<file path="config.mk">
export PLATFORM = sky130hd
export DESIGN_NAME = rv_stream_fifo
export DESIGN_NICKNAME = d
export VERILOG_FILES = /design/src/rtl/rv_stream_fifo.sv
export SDC_FILE = /design/constraint.sdc
export NUM_CORES = 1
export LEC_CHECK = 0
export CAP_MARGIN = 20
export CORE_UTILIZATION = 35
export DETAILED_ROUTE_END_ITERATION = 10
export GPL_TIMING_DRIVEN = 0
export PLACE_DENSITY = 0.48
export SYNTH_ARGS = -nofsm -noshare
export SYNTH_HDL_FRONTEND = slang
export SYNTH_SLANG_ARGS = --single-unit
</file>
<file path="constraint.sdc">
create_clock -name clk -period 7 [get_ports clk]
set_clock_uncertainty 0.1 [all_clocks]
set_input_delay 1.4 -clock clk [delete_from_list [all_inputs] [get_ports clk]]
set_output_delay 1.4 -clock clk [all_outputs]
set_load 0.01 [all_outputs]
</file>
<file path="src/rtl/rv_stream_fifo.sv">
// Valid/ready stream FIFO over a simple dual-port RAM. The RAM's registered read
// port doubles as the output stage, hiding its one-cycle read latency.

module rv_memory_double_port #(
  parameter int unsigned DATA_WIDTH = 32,
  parameter int unsigned ADDR_WIDTH = 5
) (
  input  logic                  clk,
  input  logic                  p0_en,
  input  logic                  p0_we,
  input  logic [ADDR_WIDTH-1:0] p0_addr,
  input  logic [DATA_WIDTH-1:0] p0_data_in,
  input  logic                  p1_en,
  input  logic [ADDR_WIDTH-1:0] p1_addr,
  output logic [DATA_WIDTH-1:0] p1_data_out
);

  logic [DATA_WIDTH-1:0] mem_q [2**ADDR_WIDTH];
  logic [DATA_WIDTH-1:0] p1_data_q;

  // Contents and read register are deliberately not reset.
  always_ff @(posedge clk) begin
    if (p0_en && p0_we) begin
      mem_q[p0_addr] <= p0_data_in;
    end
    if (p1_en) begin
      p1_data_q <= mem_q[p1_addr];
    end
  end

  assign p1_data_out = p1_data_q;

endmodule

module rv_stream_fifo #(
  parameter int unsigned DATA_WIDTH = 32,
  parameter int unsigned ADDR_WIDTH = 5
) (
  input  logic                  clk,
  input  logic                  rst,
  input  logic                  flush,
  input  logic                  in_valid,
  output logic                  in_ready,
  input  logic [DATA_WIDTH-1:0] in_data,
  output logic                  out_valid,
  input  logic                  out_ready,
  output logic [DATA_WIDTH-1:0] out_data,
  output logic [ADDR_WIDTH:0]   count
);

  localparam logic [ADDR_WIDTH:0]   FULL_CNT  = {1'b1, {ADDR_WIDTH{1'b0}}};
  localparam logic [ADDR_WIDTH:0]   ZERO_CNT  = {(ADDR_WIDTH+1){1'b0}};
  localparam logic [ADDR_WIDTH-1:0] ZERO_PTR  = {ADDR_WIDTH{1'b0}};
  localparam logic [ADDR_WIDTH-1:0] ONE_PTR   = {{(ADDR_WIDTH-1){1'b0}}, 1'b1};

  logic [ADDR_WIDTH-1:0] wr_ptr_q, wr_ptr_d;
  logic [ADDR_WIDTH-1:0] rd_ptr_q, rd_ptr_d;
  logic [ADDR_WIDTH:0]   mem_count_q, mem_count_d;
  logic                  out_valid_q, out_valid_d;

  logic clr_s;
  logic push_s;
  logic issue_s;
  logic pop_s;
  logic p0_we_s;

  assign in_ready  = (mem_count_q != FULL_CNT);
  assign out_valid = out_valid_q;
  assign count     = mem_count_q + {ZERO_PTR, out_valid_q};
  assign p0_we_s   = 1'b1;

  // Handshake decode and next-state; a clear (flush or reset) masks every RAM access.
  always_comb begin
    clr_s   = flush || !rst;
    push_s  = in_valid && in_ready && !clr_s;
    issue_s = (mem_count_q != ZERO_CNT) && (!out_valid_q || out_ready) && !clr_s;
    pop_s   = out_valid_q && out_ready;

    wr_ptr_d    = wr_ptr_q;
    rd_ptr_d    = rd_ptr_q;
    mem_count_d = mem_count_q;
    out_valid_d = out_valid_q;

    if (clr_s) begin
      wr_ptr_d    = ZERO_PTR;
      rd_ptr_d    = ZERO_PTR;
      mem_count_d = ZERO_CNT;
      out_valid_d = 1'b0;
    end else begin
      if (push_s) begin
        wr_ptr_d = wr_ptr_q + ONE_PTR;
      end else begin
        wr_ptr_d = wr_ptr_q;
      end
      if (issue_s) begin
        rd_ptr_d = rd_ptr_q + ONE_PTR;
      end else begin
        rd_ptr_d = rd_ptr_q;
      end
      mem_count_d = mem_count_q + {ZERO_PTR, push_s} - {ZERO_PTR, issue_s};
      if (issue_s) begin
        out_valid_d = 1'b1;
      end else if (pop_s) begin
        out_valid_d = 1'b0;
      end else begin
        out_valid_d = out_valid_q;
      end
    end
  end

  // State register with synchronous active-low reset.
  always_ff @(posedge clk) begin
    if (!rst) begin
      wr_ptr_q    <= ZERO_PTR;
      rd_ptr_q    <= ZERO_PTR;
      mem_count_q <= ZERO_CNT;
      out_valid_q <= 1'b0;
    end else begin
      wr_ptr_q    <= wr_ptr_d;
      rd_ptr_q    <= rd_ptr_d;
      mem_count_q <= mem_count_d;
      out_valid_q <= out_valid_d;
    end
  end

  rv_memory_double_port #(
    .DATA_WIDTH (DATA_WIDTH),
    .ADDR_WIDTH (ADDR_WIDTH)
  ) u_ram (
    .clk         (clk),
    .p0_en       (push_s),
    .p0_we       (p0_we_s),
    .p0_addr     (wr_ptr_q),
    .p0_data_in  (in_data),
    .p1_en       (issue_s),
    .p1_addr     (rd_ptr_q),
    .p1_data_out (out_data)
  );

endmodule

</file>
; ---- Word level (Yosys, flattened, before mapping)
; Memory sizes are Yosys's and may differ from the RTL's. A register that Yosys moved wholly into a read port is not among the register bits.
; Cells that the tools add are included.
[totals]
mem_count = 1
output_inout_bits = 40
in_bits = 37
reg_bits = 17
wordCells = 29
mem_bits_rw = 1024
[memory_table]
columns = name, words, word_bits, read_ports, rd_ports_with_merged_regs, wr, line
row1 = u_ram.mem_q, 32, 32, 1, 1, 1, 18  ; logic [DATA_WIDTH-1:0] mem_q [2**ADDR_WIDTH];
[classes]
n_bitwise = 1
reduce_logical = 13
eq_ne = 1
add_sub_neg = 5
mux = 4
[op_table]
columns = op, n
row1 = 6-bit by 1-bit adder with 6-bit output, 2
row2 = "5-bit by 1-bit adder with 5-bit output, second input constant", 2
row3 = "6-bit != test, second input constant", 1
row4 = 6-bit nonzero test, 1
row5 = 6-bit by 1-bit subtractor with 6-bit output, 1
row6 = 1-bit logical AND, 5
row7 = 1-bit 2-to-1 mux, 4
row8 = 1-bit logical NOT, 3
row9 = 1-bit logical OR, 2
row10 = 2-bit nonzero test, 1
row11 = 2-bit OR reduction, 1
row12 = 1-bit NOT, 1

; ---- Longest topological paths before layout
[depth]
ltp_word = 6
mapped_depth = 13
mapped_depth_nobuf = 13

; ---- Hierarchy
; Synthesis repeated with hierarchy kept, for this count alone.
[hier_totals]
hier_cells = 2384
area_unflattened_um2 = 41890.2
[by_module_without_submodules]
columns = module, seq_area_each_um2, cells_each, n_inst, area_per_inst_um2
row1 = rv_memory_double_port, 31710.4, 2262, 1, 40814.1
row2 = rv_stream_fifo, 340.3, 122, 1, 1076.0

; ---- Least setup slack after synthesis
; Ideal clock, no wire load.
[synth_timing]
path_type = input-to-reg
startpoint = input flush
endpoint = register mem_count_q[5]
cell_stages = 10
required_time_ns = 6.838
setup_slack_ns = 1.062
setup_ns = 0.062
n_path_buf = 1
arrival_ns = 5.776
path_cell_list = nand2b_1 -> clkbuf_1 -> nor3_1 -> ha_1 -> inv_1 -> ha_1 -> a21o_1 -> a21oi_1 -> or4_1 -> nand3_1
[synth_between]
word_cells_on_any_way = 7
cone_classes = add/sub (2) / reduce/logical (5)
[synth_rtl]
columns = item, line
row1 = start: declaration, 41  ; input logic flush,
row2 = 1-bit logical OR, 74  ; clr_s = flush || !rst;
row3 = 1-bit logical NOT, 76  ; issue_s = (mem_count_q != ZERO_CNT) && (!out_valid_q || out_ready) && !clr_s;
row4 = 1-bit logical AND, 76
row5 = via issue_s, 63  ; logic issue_s;
row6 = 6-bit by 1-bit subtractor with 6-bit output, 100  ; mem_count_d = mem_count_q + {ZERO_PTR, push_s} - {ZERO_PTR, issue_s};
row7 = end signal: assignment, 121  ; mem_count_q <= mem_count_d;
row8 = end: declaration, 58  ; logic [ADDR_WIDTH:0] mem_count_q, mem_count_d;
; The timed path passes the listed nets, and every way through them passes these cells.
; A chain may end at the register's enable or synchronous reset.

; ---- Final worst setup path
[layout_timing]
startpoint = input flush
endpoint = memory u_ram.mem_q[4][16] (enable)
[layout_between]
elab_chain_len = 5
[layout_lines]
columns = item, line
row1 = 1-bit logical OR, 74
row2 = 1-bit logical NOT, 75  ; push_s = in_valid && in_ready && !clr_s;
row3 = 1-bit logical AND, 75
row4 = 1-bit 2-to-1 mux, 23  ; if (p0_en && p0_we) begin
row5 = 1-bit 2-to-1 mux (not written as such), 24  ; mem_q[p0_addr] <= p0_data_in;
row6 = end: declaration, 18
; Every way passes these cells.

==> run_results.csv <==
group,metric,value,unit
status,status,"complete, no violations",
timing,setup_slack,2.73,ns
clock_tree,post-cts-setup-buffer-count,0,
timing,finalSetupViolCount,0,
logic_synthesis,ys_types,43,
logic_synthesis,yosysSeqAreaShare,0.785,
logic_synthesis,synth_cells,1873,
placement,place_hpwl,70100,um
clock_tree,cts_hold_buf,0,
setup_path,rr_endpoint,"u_ram.mem_q[4][16]",
clock_tree,cts_buffers,113,
clock_tree,htree_levels,3,
setup_path,reg2regPathDepth,7,
final_layout,area_delta_synth_final,18.0,%
placement,port_buffers,76,
pwr,peakVddDrop,0.190,mV
placement,gp_congestion,0.756,
setup_path,r2r_start,"mem_count_q[2]",
final_layout,final-instance-count-excl-fill,3723,
placement,preCtsSetupSlack,2.02,ns
setup_path,timing.critical_path.arrival,4.53,ns
logic_synthesis,synth_area,40900,um2
die,fp.dieW,344,um
final_layout,drive_gt1_frac,0.216,
timing,timing.final.crit_period,4.27,ns
final_layout,final_nets,2176,
drt,highest-signal-layer,"met4",
die,die_h,344,um
final_layout,antenna-diode-count,0,
setup_path,cp-start-kind,"input pin",
clock_tree,clk_path_buf_depth,3,
clock_tree,cts_tree,"done",
drt,drt_pre_antenna_iters,5,
worst_hold_path,worstHoldPathCells,2,
pwr,p_leak,14.5,nW
final_layout,final_util,0.419,
global_routing,grt_max_degree,33,
timing,drv_slew,0,
die,fp-row-count,124,
setup_path,worstSetupPathType,"in2reg",
timing,worst_pin_slew,1.07,ns
final_layout,layout_commonest_cell,"edfxtp_1",
setup_path,crit_required,7.26,ns
placement,dp_cells,3502,
drt,wl_met2,54800,um
drt,wire_per_inst,29.3,um
timing,finalCritPeriodShare,0.610,
worst_hold_path,min_from,"wr_ptr_q[1]",
timing,fmax,234,MHz
die,pin_count,77,
timing,rsz0062_at_grt,"no",
setup_path,rrSetupSlack,3.49,ns
clock_tree,clkSinkCount,1073,
logic_synthesis,synth_edf_count,1056,
global_routing,grt_pass1_vias,20636,
setup_path,worstSetupEndpointType,"flop",
global_routing,gr-usage-all-layers,0.186,
timing,hold_violations,0,
drt,viasPerCell,5.32,
global_routing,grt_pass1_wl,153000,um
drt,drcViolationCount,0,
worst_hold_path,hold_class,"reg2reg",
clock_tree,clkTransAtPathRegs,0.06,ns
logic_synthesis,ys_ff_latch,1073,
timing,relSlewSlack,0.283,
global_routing,antenna_found_initial,0,
drt,ant_nets,0,
logic_synthesis,synthArstFlopShare,0,
drt,wl_met1,46300,um
die,core_area,115000,um2
drt,wirelength,109000,um
worst_hold_path,min_to,"wr_ptr_q[1]",
run,maxCapViolCount,0,
pwr,power_per_cell_area,278,nW/um2
logic_synthesis,yosysWarnings,0,
setup_path,crit_path_max_fanout,18,
global_routing,grt.overflow.total,0,
clock_tree,cts-root-buf,"clkbuf_16",
drt,first_iter_violations,1752,
clock_tree,cts_resized,0,
drt,num_vias,19796,
drt,wl_met3,5820,um
clock_tree,clk_latency,0.69,ns
logic_synthesis,synthFlopType,"edfxtp_1",
die,start_util,0.355,
die,die_area,118000,um2
logic_synthesis,synth_nets,1930,
final_layout,final_cell_mix,"edfxtp_1, mux4_2, mux2i_1, clkbuf_16, a22oi_1",
logic_synthesis,synth_area_per_cell,21.8,um2
==> metal layers <==
| metal | global-route usage | vias up |
|---|---|---|
| met5 | 0 | - |
| li1 | - | 8447 |
| met2 | 0.317 | 570 |
| met4 | 0.0425 | 0 |
| met3 | 0.0307 | 135 |
| met1 | 0.250 | 10644 |
==> power breakdown <==
part           internal [mW]  leakage, nW  switching (mW)
clock network           3.02         1.62            2.43
logic                  0.367         3.23           0.453
registers               7.12         9.63          0.0226
==> worst max-delay path: stages <==
cell and delay (ns):
clkdlybuf4s50_1 0.45, nand2b_1 0.19, clkbuf_1 0.23, nor3_1 0.46, nand2_1 0.57, nor2_4 0.88, buf_12 0.28
==> cells in the mapped netlist (3+ instances only) <==
cell      count  area, um2
nor2_1       46        173
buf_1         4       15.0
ha_1         19        238
mux4_2      193       4350
xnor2_1      11       96.3
nand3b_1      4       30.0
buf_8         4       60.1
dfxtp_1      17        340
xor2_1        3       26.3
nor2b_1       6       37.5
o21ai_0       3       15.0
edfxtp_1   1056      31700
inv_1        14       52.6
clkbuf_1     47        176
nand3_1       8       40.0
buf_6        11        124
mux2i_1     128       1280
a21oi_1      65        325
buf_2        23        115
nand2_1      14       52.6
buf_4        12       90.1
o221ai_1     62        543
nor3_1        4       20.0
a22oi_1      93        698
==> cell families (layout without fill, tap and decap cells) <==
kind of cell,Yosys count,after routing,synth area share
xor gates and xnor gates,14,14,0.00300
DFF,1073,1073,0.785
AOI/OAI and AO/OA,230,230,0.0401
adders and majority gates,20,20,0.00631
muxes,321,321,0.138
buffers and inverters,119,457,0.0168
and+or+nand+nor,96,96,0.0114
==> through the flow <==
stage / hold slack (ns) / power (mW) / instance area [um2] / TNS, ns
6_report: 0.458 / 13.4 / 48200 / 0
5_1_grt: 0.474 / 13.8 / 48200 / 0
4_1_cts: 0.438 / 13.5 / 47900 / 0
3_5_place_dp: 0.431 / 8.10 / 44500 / 0
3_3_place_gp: 0.413 / 8.06 / 43500 / -243.31
2_1_floorplan: 0.382 / 7.72 / 40900 / 0
==> flip-flops by register name (all words and copies together), names as in the netlist <==
name and flops:
out_valid 1, wr_ptr_q 5, rd_ptr_q 5, u_ram.p1_data_out 32
u_ram.mem_q 1024, mem_count_q 6
==> how the worst max path moves through the flow <==
| stage | start | to | slack [ns] |
|---|---|---|---|
| 4_1_cts | flush | u_ram.mem_q[5][21] | 2.76 |
| 2_1_floorplan | flush | mem_count_q[5] | 1.06 |
| 3_5_place_dp | flush | u_ram.mem_q[5][16] | 2.02 |
| 6_report | flush | u_ram.mem_q[4][16] | 2.73 |
| 3_3_place_gp | flush | mem_count_q[5] | -3.96 |
| 5_1_grt | flush | u_ram.mem_q[4][19] | 2.60 |
==> area by class of cell <==
| cell class | instances | area, um2 |
|---|---|---|
| multi-input combinational | 681 | 8360 |
| tap | 1512 | 1890 |
| fill | 9999 | 66700 |
| clock buffer | 146 | 2970 |
| timing repair buffer | 131 | 1910 |
| inverter | 14 | 52.6 |
| buffer | 105 | 636 |
| clock inverter | 61 | 345 |
| sequential | 1073 | 32100 |
Note: power is estimated with default switching activity, not from simulation.
